[src/rtl/hazard_fwd_unit_pkg.sv]
// Shared definitions for the hazard/forwarding controller: operand-select
// encoding, register-address width and the per-stage hazard record.
package hazard_fwd_unit_pkg;

  localparam int REG_AW = 5;

  // Operand-select encoding consumed directly by the EX-stage operand muxes.
  typedef enum logic [1:0] {
    FWD_RF  = 2'b00,
    FWD_WB  = 2'b01,
    FWD_MEM = 2'b10
  } fwd_sel_t;

  // Shadow copy of the register usage of one in-flight instruction.
  typedef struct packed {
    logic              valid;
    logic [REG_AW-1:0] rs1;
    logic [REG_AW-1:0] rs2;
    logic              use_rs1;
    logic              use_rs2;
    logic [REG_AW-1:0] rd;
    logic              reg_write;
    logic              mem_read;
  } hazard_rec_t;

  localparam hazard_rec_t REC_INVALID = '0;

  // True when the record will write register r; x0 is never a real target.
  function automatic logic rec_writes(hazard_rec_t rec, logic [REG_AW-1:0] r);
    return rec.valid && rec.reg_write && (rec.rd == r) && (r != '0);
  endfunction

endpackage

[src/rtl/hazard_fwd_unit_fwd_select.sv]
// Per-operand forwarding priority compare: MEM (newest) beats WB beats the
// register file.
module fwd_select
  import hazard_fwd_unit_pkg::*;
(
  input  logic              use_src,
  input  logic [REG_AW-1:0] src,
  input  hazard_rec_t       mem_rec,
  input  hazard_rec_t       wb_rec,
  output fwd_sel_t          sel
);

  // Priority select of the operand source.
  // NOTE: sel gets a default before any branch so no latch can be inferred.
  always_comb begin
    sel = FWD_RF;
    if (use_src && rec_writes(mem_rec, src)) begin
      sel = FWD_MEM;
    end else if (rec_writes(wb_rec, src)) begin
      sel = FWD_WB;
    end
  end

endmodule

[src/rtl/hazard_fwd_unit.sv]
// Pipeline hazard and forwarding controller for the 5-stage core. Keeps
// shadow records for EX/MEM/WB, drives the EX operand selects, and raises
// load-use stalls and branch flushes.
module hazard_fwd_unit #(
  parameter int REG_AW   = 5,
  parameter int STALL_CW = 16
) (
  input  logic                clk,
  input  logic                rst_n,
  input  logic                id_valid,
  input  logic [REG_AW-1:0]   id_rs1,
  input  logic [REG_AW-1:0]   id_rs2,
  input  logic                id_use_rs1,
  input  logic                id_use_rs2,
  input  logic [REG_AW-1:0]   id_rd,
  input  logic                id_reg_write,
  input  logic                id_mem_read,
  input  logic                ex_branch_taken,
  output logic [1:0]          fwd_a,
  output logic [1:0]          fwd_b,
  output logic                stall_if,
  output logic                stall_id,
  output logic                bubble_ex,
  output logic                flush_id,
  output logic [STALL_CW-1:0] stall_cnt
);
  import hazard_fwd_unit_pkg::*;

  hazard_rec_t id_rec;
  hazard_rec_t ex_rec;
  hazard_rec_t mem_rec;
  hazard_rec_t wb_rec;
  fwd_sel_t    sel_a;
  fwd_sel_t    sel_b;
  logic        load_use;

  assign id_rec = '{
    valid:     id_valid,
    rs1:       id_rs1,
    rs2:       id_rs2,
    use_rs1:   id_use_rs1,
    use_rs2:   id_use_rs2,
    rd:        id_rd,
    reg_write: id_reg_write,
    mem_read:  id_mem_read
  };

  // Operand A/B selects, computed only from registered records.
  fwd_select u_fwd_a (
    .use_src (ex_rec.use_rs1),
    .src     (ex_rec.rs1),
    .mem_rec (mem_rec),
    .wb_rec  (wb_rec),
    .sel     (sel_a)
  );

  fwd_select u_fwd_b (
    .use_src (ex_rec.use_rs2),
    .src     (ex_rec.rs2),
    .mem_rec (mem_rec),
    .wb_rec  (wb_rec),
    .sel     (sel_b)
  );

  assign fwd_a = sel_a;
  assign fwd_b = sel_b;

  // Load in EX whose result the instruction in ID needs right away.
  always_comb begin
    load_use = ex_rec.valid && ex_rec.mem_read && (ex_rec.rd != '0) && id_valid &&
               ((id_use_rs1 && (id_rs1 == ex_rec.rd)) ||
                (id_use_rs2 && (id_rs2 == ex_rec.rd)));
  end

  // Stall/flush response; a taken branch makes the stalled instruction
  // wrong-path, so it suppresses the hold but keeps the bubble.
  always_comb begin
    stall_if  = load_use && !ex_branch_taken;
    stall_id  = stall_if;
    bubble_ex = load_use || ex_branch_taken;
    flush_id  = ex_branch_taken;
  end

  // Record advance and saturating stall counter.
  // NOTE: non-blocking assignments let each stage read last cycle's value of
  // the stage before it, which is exactly the shift-register behaviour here.
  always_ff @(posedge clk) begin
    if (!rst_n) begin
      // NOTE: the records are a handful of flops, not a memory, so they are
      // reset; an invalid record is what keeps stale hazards from firing.
      ex_rec    <= REC_INVALID;
      mem_rec   <= REC_INVALID;
      wb_rec    <= REC_INVALID;
      stall_cnt <= '0;
    end else begin
      ex_rec  <= bubble_ex ? REC_INVALID : id_rec;
      mem_rec <= ex_rec;
      wb_rec  <= mem_rec;
      if (stall_if && (stall_cnt != '1)) begin
        stall_cnt <= stall_cnt + 1'b1;
      end
    end
  end

endmodule

[config.mk]
export PLATFORM = sky130hd
export DESIGN_NAME = hazard_fwd_unit
export DESIGN_NICKNAME = d
export VERILOG_FILES = /design/src/rtl/hazard_fwd_unit_pkg.sv /design/src/rtl/hazard_fwd_unit_fwd_select.sv /design/src/rtl/hazard_fwd_unit.sv
export SDC_FILE = /design/constraint.sdc
export NUM_CORES = 1
export LEC_CHECK = 0
export BUFFER_PORTS_ARGS = -buffer_cell sky130_fd_sc_hd__buf_2
export CAP_MARGIN = 20
export CORE_MARGIN = 2
export CORE_UTILIZATION = 45
export DETAILED_ROUTE_END_ITERATION = 16
export PLACE_DENSITY = 0.72
export REMOVE_ABC_BUFFERS = 1
export SLEW_MARGIN = 25
export SYNTH_ARGS = -nofsm -noshare
export SYNTH_HDL_FRONTEND = slang
export SYNTH_SLANG_ARGS = --single-unit
[constraint.sdc]
create_clock -name clk -period 3.96 [get_ports clk]
set_input_delay 0.594 -clock clk [delete_from_list [all_inputs] [get_ports clk]]
set_output_delay 0.594 -clock clk [all_outputs]
set_load 0.01 [all_outputs]
# Word level (Yosys, flattened, before mapping)
# Cells that the tools add are included.
# totals
ff_bits	50
latch_bits	0
mem_bits_rw	0
romBits	0
inputBits	23
output_inout_bits	24
elab_cells	55
mem_count	0
# classes
add_sub_neg	1
mul	0
div_mod_pow	0
magnitude_cmp	0
n_eq_ne	7
shifts	0
n_mux	4
bitwise	1
reduce_logical	27
# op_table
cell	n
5-bit == test	6
1-bit logical AND	20
16-bit by 1-bit adder with 16-bit output, second input constant	1
16-bit inequality test, second input constant	1
5-bit nonzero test	3
2-bit two-way mux	2
1-bit logical OR	2
1-bit two-way mux	2
2-bit OR reduction	1
1-bit zero test	1
1-bit NOT	1

# Longest topological paths before layout
# Gate-level depths: netlist of the first run.
# logic_depth
depth_word	6
ltp_mapped	7

# Cells and area by module
# From an unflattened synthesis of the first run, not the netlist that was laid out.
# unflattened
cells_unflattened	295
area_unflattened_um2	3009.1
# modules_own_cells
mod	instances	cells_per_inst	area_each_um2	seq_area_each_um2
hazard_fwd_unit	1	259	2698.8	1521.5
fwd_select	2	18	155.1	0.0

# Worst setup path after synthesis of the first run
# No wires, ideal clock.
# synth_timing
path_kind	input -> output
startpoint	input id_rs2[4]
endpoint	output stall_if
t_arrival_ns	1.891
slack_ns	1.475
cell_stages	7
path_cell_list	xor2_1 -> nor4_2 -> a32oi_1 -> buf_2 -> buf_2 -> nor2_1 -> buf_4
# synth_between
elab_chain_cells	5
# synth_rtl
item	line	source
start: declaration	hazard_fwd_unit.sv:12	input logic [REG_AW-1:0] id_rs2,
5-bit == test	hazard_fwd_unit.sv:72	(id_use_rs2 && (id_rs2 == ex_rec.rd)));
1-bit logical AND	hazard_fwd_unit.sv:72	
1-bit logical OR	hazard_fwd_unit.sv:71	((id_use_rs1 && (id_rs1 == ex_rec.rd)) ||
1-bit logical AND	hazard_fwd_unit.sv:70	load_use = ex_rec.valid && ex_rec.mem_read && (ex_rec.rd != '0) && id_valid &&
1-bit logical AND	hazard_fwd_unit.sv:78	stall_if = load_use && !ex_branch_taken;
end: declaration	hazard_fwd_unit.sv:21	output logic stall_if,
# No other way between the ends.

# Worst setup path after layout of the first run
# layout_timing
startpoint	register ex_rec[6] in the netlist's numbering
endpoint	output bubble_ex
# layout_between
elab_chain_cells	5
# layout_rtl
item	line	source
start: declaration	hazard_fwd_unit.sv:30	hazard_rec_t ex_rec;
start signal: assignment	hazard_fwd_unit.sv:96	ex_rec <= bubble_ex ? REC_INVALID : id_rec;
5-bit == test (tied with other cells)	hazard_fwd_unit.sv:71	
1-bit logical AND (on tied branches)	hazard_fwd_unit.sv:71, hazard_fwd_unit.sv:70, hazard_fwd_unit.sv:72	
1-bit logical OR or 1-bit logical AND (tied branches)	hazard_fwd_unit.sv:71, hazard_fwd_unit.sv:70	
1-bit logical AND (*)	hazard_fwd_unit.sv:70	
1-bit logical OR (*)	hazard_fwd_unit.sv:80	bubble_ex = load_use || ex_branch_taken;
end: declaration	hazard_fwd_unit.sv:23	output logic bubble_ex,
# Mark *: on every way between the ends. The rest lies on a longest branch, timed or not.

==> results of run 1 <==
[path summary, 6_finish.rpt]
path,from,slack (ps),endpoint,cells after the start
setup / recovery,ex_rec[6],1440,bubble_ex,5
hold / removal,ex_rec[1],440,mem_rec[1],1
setup reg to reg,ex_rec[6],1830,stall_cnt[15],6
hold reg to reg,ex_rec[1],440,mem_rec[1],1
[registers in the layout (all words and copies together), names as in the netlist]
signal	count
wb_rec	7
stall_cnt	16
mem_rec	7
ex_rec	20
[kinds of logic after synthesis]
family / count (synthesis) / share of synthesized area
DFF: 50 / 0.449
xor gates and xnor gates: 30 / 0.118
muxes: 2 / 0.00899
and+or+nand+nor: 101 / 0.276
adders and majority gates: 1 / 0.00562
buffers and inverters: 17 / 0.0337
AOI/OAI and AO/OA: 33 / 0.108
[cell usage after synthesis, types with 2 or more instances]
master and number:
a21oi_1 8, and2_1 37, and3_1 3, and4_1 2, buf_2 3, buf_4 2, clkbuf_1 8, dfxtp_1 50
inv_1 4, mux2i_1 2, nand2_1 5, nand2b_1 7, nand3_1 10, nand4_1 10, nor2_1 5, nor3_1 4
nor4_1 5, o21ai_0 3, o311ai_0 5, o31ai_1 7, o41ai_1 5, or4_1 9, xnor2_1 22, xor2_1 8
[per-layer routing]
| metal | vias up | track usage | share of wire |
|---|---|---|---|
| met5 | - | 0 | 0 |
| met2 | 37 | 0.299 | 0.48 |
| met1 | 831 | 0.235 | 0.47 |
| met4 | 0 | 0.0536 | 0.0098 |
| li1 | 921 | - | - |
| met3 | 4 | 0.0434 | 0.038 |
[placed cells by master, fill, tap and decap left out, types with 2 or more instances in the layout]
cell,n
xnor2_1,22
o21ai_0,3
and4_1,2
a21oi_1,8
nor2_1,5
nand3_1,10
nand2_1,5
clkbuf_8,5
nand2b_1,7
o311ai_0,5
o31ai_1,7
dfxtp_1,50
mux2i_1,2
xor2_1,8
and2_1,37
nor3_1,4
o41ai_1,5
nand4_1,10
inv_1,4
buf_2,46
or4_1,9
and3_1,3
nor4_1,5
[power breakdown]
group,leakage [µW],internal (µW),switching (µW)
clock,0.0000506,132,186
combinational,0.000566,32.8,33.1
sequential,0.000407,514,11.5
total,0.00102,679,230
[final cells by class]
| class | instances | area [µm²] | area share |
|---|---|---|---|
| Multi-Input combinational cell | 167 | 1160 | 0.447 |
| Sequential cell | 50 | 1000 | 0.386 |
| Timing Repair Buffer | 47 | 238 | 0.0917 |
| Tap cell | 67 | 83.8 | 0.0323 |
| Clock buffer | 5 | 68.8 | 0.0265 |
| Clock inverter | 3 | 28.8 | 0.0111 |
| Inverter | 4 | 15.0 | 0.00579 |
[metrics by stage]
| stage | area, µm² | hold slack [ps] |
|---|---|---|
| global placement | 2500 | 420 |
| CTS | 2590 | 444 |
| detailed placement | 2500 | 422 |
| finish | 2590 | 444 |
| global route | 2590 | 468 |
| floorplan | 2170 | 412 |
==> results.json, run 1 <==
{
  "ctsResizeCount": 0,
  "hpwl_mm": 3.36,
  "first_pass_iters": 4,
  "max-cap-violations": 0,
  "finalNetCount": 299,
  "grt_max_degree": 32,
  "finalWirelength_mm": 4.67,
  "tightest_slew_ps": 528,
  "instances_no_fill": 343,
  "utilization": 0.546,
  "dieArea_um2": 5530,
  "yosysTopAreaCell": "dfxtp_1",
  "drive_above_1_share": 0.217,
  "slowest_delay_ps": 380,
  "cts_buffer_depth": 2,
  "cp-start-kind": "flop",
  "synth_seq_cells": 50,
  "portBuffers": 46,
  "cts_hold_buf": 0,
  "syn_to_final_growth_pct": 16.5,
  "power.density_nw_per_um2": 351,
  "dpl.cell_count": 335,
  "power_leakage_uw": 0.00102,
  "place_congestion": 0.823,
  "clk_latency_ps": 310,
  "post-route-drc-count": 0,
  "worst-path-max-fanout": 4,
  "start_util": 0.468,
  "setup_ws_ps": 1440,
  "seq_area_frac_synth": 0.449,
  "fin_crit_ps": 2520,
  "vias_per_cell": 5.23,
  "crit_type": "flop to output port",
  "clock_skew_ps": 8.94,
  "postCtsSetupRepairBufs": 0,
  "core_um2": 4750,
  "grt_pass1_vias": 1617,
  "cts.sinks": 50,
  "setup_viol": 0,
  "crit_family": "compound AO/OA/AOI/OAI gates",
  "power_uw": 909,
  "cts_tree": "built",
  "hold_class": "flop to flop",
  "crit_buf_inv": 1,
  "synth_top_area_frac": 0.449,
  "antenna_found_initial": 0,
  "die_w_um": 74.4,
  "cts_made_buffers": 5,
  "setup_tns_ps": 0,
  "path_cells": "xor2_1 > nor4_2 > a32oi_2 > o31ai_1 > buf_2",
  "grt_usage": 0.180,
  "synth_area_um2": 2230,
  "ioPinCount": 47,
  "post_drt_wl_per_cell_um": 13.6,
  "diodes": 0,
  "vias": 1793,
  "cp.arrival_ps": 1920,
  "synth_edf_count": 0,
  "synthTopCellsByArea": "dfxtp_1 45%, and2_1 10%, xnor2_1 8.7%",
  "ant_nets": 0,
  "fillCellCount": 457,
  "synthDistinctLibCells": 34,
  "rsz0062_at_grt": "false",
  "cp.required_ps": 3370,
  "cpMaxStageDelayCell": "dfxtp_1",
  "avgSynthCellArea_um2": 9.52,
  "rows": 25,
  "ir_drop_mv": 0.178,
  "max_slew_margin": 0.648,
  "overflow": 0,
  "die_h_um": 74.4,
  "syn_inst": 234,
  "ys_dominant_reg_cell": "dfxtp_1",
  "drt_iter0_markers": 69,
  "async_reset_ff_frac": 0,
  "clk_pin_slew_worst_paths_ps": 90,
  "h-tree-depth": 2,
  "finalHoldViolations": 0,
  "grt_pass1_wl_mm": 7.56,
  "ys_warn_count": 0,
  "place_ws_ps": 1480,
  "cp-end-kind": "output port",
  "status": "finished, final reports clean",
  "clockRootBuffer": "clkbuf_8",
  "slew_viol_final": 0,
  "clock.fmax_mhz": 397,
  "period_share": 0.635
}
Note: power is estimated with default switching activity, not from simulation.
==> inputs of run 2 (changes only) <==
ABC_AREA = 1   (was unset)
PLACE_DENSITY = 0.74   (was 0.72)
clock period = 2.3 ns   (was 3.96 ns; I/O delays follow)
==> run 2 against run 1 <==
First-iteration DRC count increased by 38%. Combinational power increased by 78%. Non-clock buffer count increased by 1. Final area increased by 8.8%. Clock skew decreased by 5.7 ps. Cell count increased by 42%. Worst hold slack got worse by 200 ps. Critical endpoint is now fwd_b[1].
==> results.json, run 2 <==
{
  "slew_viol_final": 0,
  "ff2ff_path_depth": 8,
  "finalWirelength_mm": 4.99,
  "power.density_nw_per_um2": 541,
  "layout_common_cells": "99 x nand2_1, 82 x nor2_1, 61 x inv_1",
  "rsz0062_at_grt": "false",
  "die_h_um": 77.7,
  "cp-end-kind": "output port",
  "synth_edf_count": 0,
  "status": "finished, final reports clean",
  "period_share": 0.867,
  "place_congestion": 0.923,
  "fin_crit_ps": 1990,
  "power_leakage_uw": 0.00158,
  "crit_buf_inv": 2,
  "vias_per_cell": 4.54,
  "cp.depth": 6,
  "grt_usage": 0.172,
  "max_slew_margin": 0.702,
  "use_met2": 0.298,
  "max-cap-violations": 0,
  "crit_type": "flop to output port",
  "yosysTopAreaCell": "dfxtp_1",
  "grtUsageMet1": 0.215,
  "cts.sinks": 50,
  "async_reset_ff_frac": 0,
  "ir_drop_mv": 0.315,
  "hold_class": "primary input to flop",
  "yosys-top-cells-count": "99 x nand2_1, 82 x nor2_1, 61 x inv_1",
  "ys_warn_count": 0,
  "first_pass_iters": 4,
  "yosysMostFrequentCell": "nand2_1",
  "clock_skew_ps": 3.26,
  "ctsResizeCount": 0,
  "seq_area_frac_synth": 0.409,
  "fillCellCount": 504,
  "die_w_um": 77.7,
  "ys_dominant_reg_cell": "dfxtp_1",
  "syn_inst": 370,
  "syn_to_final_growth_pct": 15.3,
  "grt_pass1_vias": 2025,
  "largest_register": "ex_rec",
  "synth_seq_cells": 50,
  "clock.fmax_mhz": 501,
  "vias": 2217,
  "portBuffers": 46,
  "overflow": 0,
  "synth_area_um2": 2450,
  "ant_nets": 0,
  "crit_family": "simple AND/OR/NAND/NOR gates",
  "slowest_delay_ps": 400,
  "core_um2": 5170,
  "utilization": 0.545,
  "finalHoldViolations": 0,
  "drt_iter0_markers": 95,
  "setup_viol": 0,
  "diodes": 0,
  "path_cells": "inv_1 > a22o_1 > nor2_1 > nand2_1 > nor4_1 > buf_2",
  "top_regs": "ex_rec (20), stall_cnt (16)",
  "cp.required_ps": 1960,
  "cts_buffer_depth": 2,
  "holdPathStages": 3,
  "grt_pass1_wl_mm": 8.47,
  "synth_top_area_frac": 0.409,
  "cts_made_buffers": 5,
  "cpMaxStageDelayCell": "dfxtp_1",
  "ioPinCount": 47,
  "cp.arrival_ps": 1650,
  "cp-start-kind": "flop",
  "clk_latency_ps": 300,
  "post-route-drc-count": 0,
  "clk_pin_slew_worst_paths_ps": 90,
  "h-tree-depth": 2,
  "synthTopCellsByArea": "dfxtp_1 41%, nand2_1 15%, nor2_1 13%",
  "dieArea_um2": 6040,
  "grt_busiest_layer": "met2",
  "final_common_cell": "nand2_1",
  "postCtsSetupRepairBufs": 0,
  "tightest_slew_ps": 444,
  "worst-path-max-fanout": 3,
  "setup_tns_ps": 0,
  "synthDistinctLibCells": 29,
  "post_drt_wl_per_cell_um": 10.2,
  "rows": 26,
  "met3_usage": 0.0372,
  "clockRootBuffer": "clkbuf_8",
  "start_util": 0.473,
  "largest_register_ffs": 20,
  "antenna_found_initial": 0,
  "avgSynthCellArea_um2": 6.61,
  "cts_hold_buf": 0,
  "finalNetCount": 441,
  "cts_tree": "built",
  "hpwl_mm": 3.87,
  "drive_above_1_share": 0.170,
  "grt_max_degree": 31
}
==> run 2: through the flow <==
stage	hold slack [ps]	cells	setup slack, ps	area [µm²]	power, µW
CTS	236	488	304	2820	1550
floorplan	390	362	700	2400	987
global route	238	488	157	2820	1600
finish	244	488	306	2820	1530
detailed placement	402	480	583	2730	1040
global placement	393	480	592	2730	1040
==> run 2: power by group <==
group	internal (µW)	switching [µW]	total, µW
clock network	214	296	510
registers	885	17.0	902
logic	49.3	67.3	117
==> run 2: final cells by class <==
cell class	count	area [µm²]	area share
clock buffers	5	68.8	0.0244
clock inverters	3	21.3	0.00754
inverters	66	248	0.0878
multi-input cells	246	1150	0.408
flip-flops and latches	50	1000	0.355
well taps	70	87.6	0.0310
repair buffers	48	245	0.0869
==> run 2: kinds of logic after synthesis <==
group,synth area share
xor+xnor,0.0644
buf+inv,0.121
compound gates,0.0332
simple gates,0.367
fa+ha+maj,0.00511
flops,0.409
==> run 2: path summary, 6_finish.rpt <==
kind	startpoint	end	slack [ps]
worst min register to register	ex_rec[1]	mem_rec[1]	420
worst max-delay path	ex_rec[11]	fwd_b[1]	310
worst max register to register	stall_cnt[0]	stall_cnt[10]	620
worst min-delay path	id_rd[3]	ex_rec[5]	240
==> run 2: worst reg2reg max path, stage by stage (launching register included) <==
cell	delay, ps
dfxtp_1	390
ha_1	220
nand2_2	100
nor3_4	210
nand4_2	190
nand4_4	260
nand2_1	100
nand2_1	70
nor2_1	40
==> run 2: routing by layer <==
layer	routed length, µm	vias up
li1	-	1194
met1	2420	977
met2	2340	41
met3	187	5
met4	42	0
met5	0	-
==> inputs of run 3 (changes only) <==
CAP_MARGIN = unset   (was 20)
PLACE_DENSITY = 0.71   (was 0.74)
clock period = 2.35 ns   (was 2.3 ns; I/O delays follow)
==> run 3 against run 2 <==
Global-route usage rose by 1.4 points. Cell count did not move. Wire length grew 3.5%. Utilization rose by 0.097 points. Register-to-register slack better by 70 ps. Sequential power decreased by 2%. Sequential share of layout area down 0.063 points. Count of clock-buffer cells in the layout increased by 1. Critical endpoint is now stall_id. Combinational power about the same. Non-clock buffer count unchanged. Clock skew is 3.1 ps higher. Worst hold slack better by 11 ps.
==> results.json, run 3 (synthesis results as in run 2) <==
{
  "cpMaxStageDelayCell": "dfxtp_1",
  "drt_iter0_markers": 109,
  "cp-end-kind": "output port",
  "ctsResizeCount": 0,
  "top_regs": "ex_rec (20), stall_cnt (16)",
  "min-delay-start": "id_rd[3]",
  "hold_class": "primary input to flop",
  "slew_viol_final": 0,
  "max_slew_margin": 0.729,
  "crit_type": "flop to output port",
  "worst-path-max-fanout": 7,
  "power_leakage_uw": 0.00158,
  "tightest_slew_ps": 403,
  "cts_buffer_depth": 2,
  "rows": 26,
  "largest_register": "ex_rec",
  "postCtsSetupRepairBufs": 0,
  "clock.fmax_mhz": 495,
  "finalWirelength_mm": 5.16,
  "place_congestion": 0.880,
  "cts.sinks": 50,
  "antenna_found_initial": 0,
  "overflow": 0,
  "timing.rr.start": "stall_cnt[1]",
  "max-cap-violations": 0,
  "cp.required_ps": 2000,
  "clk_latency_ps": 300,
  "syn_to_final_growth_pct": 15.5,
  "slowest_delay_ps": 410,
  "start_util": 0.473,
  "cts_made_buffers": 5,
  "path_common_cell": "nand2_1",
  "vias_per_cell": 4.55,
  "post_drt_wl_per_cell_um": 10.6,
  "die_h_um": 77.7,
  "setup_viol": 0,
  "first_pass_iters": 4,
  "grt_pass1_vias": 2032,
  "crit_family": "simple AND/OR/NAND/NOR gates",
  "final_common_cell": "nand2_1",
  "period_share": 0.860,
  "finalHoldViolations": 0,
  "place_ws_ps": 609,
  "core_um2": 5170,
  "setup_ws_ps": 329,
  "grt_usage": 0.186,
  "ant_nets": 0,
  "post-route-drc-count": 0,
  "grt_pass1_wl_mm": 9.05,
  "fin_crit_ps": 2020,
  "finalNetCount": 441,
  "ioPinCount": 47,
  "h-tree-depth": 2,
  "die_w_um": 77.7,
  "clock_skew_ps": 6.39,
  "setup_tns_ps": 0,
  "rsz0062_at_grt": "false",
  "crit_buf_inv": 3,
  "status": "finished, final reports clean",
  "diodes": 0,
  "startpoint": "ex_rec[2]",
  "dieArea_um2": 6040,
  "vias": 2218,
  "cp.arrival_ps": 1670,
  "power.density_nw_per_um2": 538,
  "portBuffers": 46,
  "grt_max_degree": 31,
  "cts_tree": "built",
  "cts_hold_buf": 0,
  "clockRootBuffer": "clkbuf_8",
  "ir_drop_mv": 0.316,
  "clk_pin_slew_worst_paths_ps": 80,
  "layout_common_cells": "99 x nand2_1, 82 x nor2_1, 61 x inv_1",
  "path_cells": "inv_2 > nand2_1 > nand2_1 > nor2_1 > nand3_1 > nand2_2 > nand3_2 > inv_1 > buf_2",
  "hold_ws_ps": 255,
  "hpwl_mm": 3.92,
  "largest_register_ffs": 20,
  "drive_above_1_share": 0.170,
  "cp-start-kind": "flop"
}
## run 3: routing by layer
layer | vias to the layer above | track usage | part of all wire
met3 | 9 | 0.0384 | 0.042
met5 | - | 0 | 0
met2 | 52 | 0.297 | 0.46
met1 | 964 | 0.246 | 0.48
met4 | 0 | 0.0714 | 0.016
li1 | 1193 | - | -
## run 3: final cells by class
type                            instances  area, µm²
Timing Repair Buffer                   48        245
Fill cell                             516       2350
Sequential cell                        50       1000
Inverter                               66        248
Multi-Input combinational cell        246       1150
Tap cell                               70       87.6
Clock buffer                            6       82.6
Clock inverter                          2       12.5
## run 3: through the flow
| step | cells | util | cell area (µm²) | power [µW] |
|---|---|---|---|---|
| 6_report | 488 | 0.546 | 2830 | 1520 |
| 2_1_floorplan | 362 | - | 2400 | 966 |
| 3_5_place_dp | 480 | 0.528 | 2730 | 1020 |
| 3_3_place_gp | 480 | 0.528 | 2730 | 1020 |
| 4_1_cts | 488 | 0.546 | 2830 | 1540 |
| 5_1_grt | 488 | 0.546 | 2830 | 1590 |
## run 3: tightest hold or removal path: cells and delay by family
family / cells / cell delay [ps]
buffers and inverters: 2 / 130
AND/OR/NAND/NOR: 1 / 30
## run 3: power by group
group	switching [µW]	internal, µW
Combinational	66.9	48.3
Sequential	17.0	866
Clock	286	237
Total	370	1150
## run 3: worst paths after layout
path,endpoint,slack (ps),depth (start not counted)
worst max-delay path,stall_id,330,9
worst min-delay path,ex_rec[5],260,3
worst max register to register,stall_cnt[9],690,11
worst min register to register,mem_rec[1],430,2
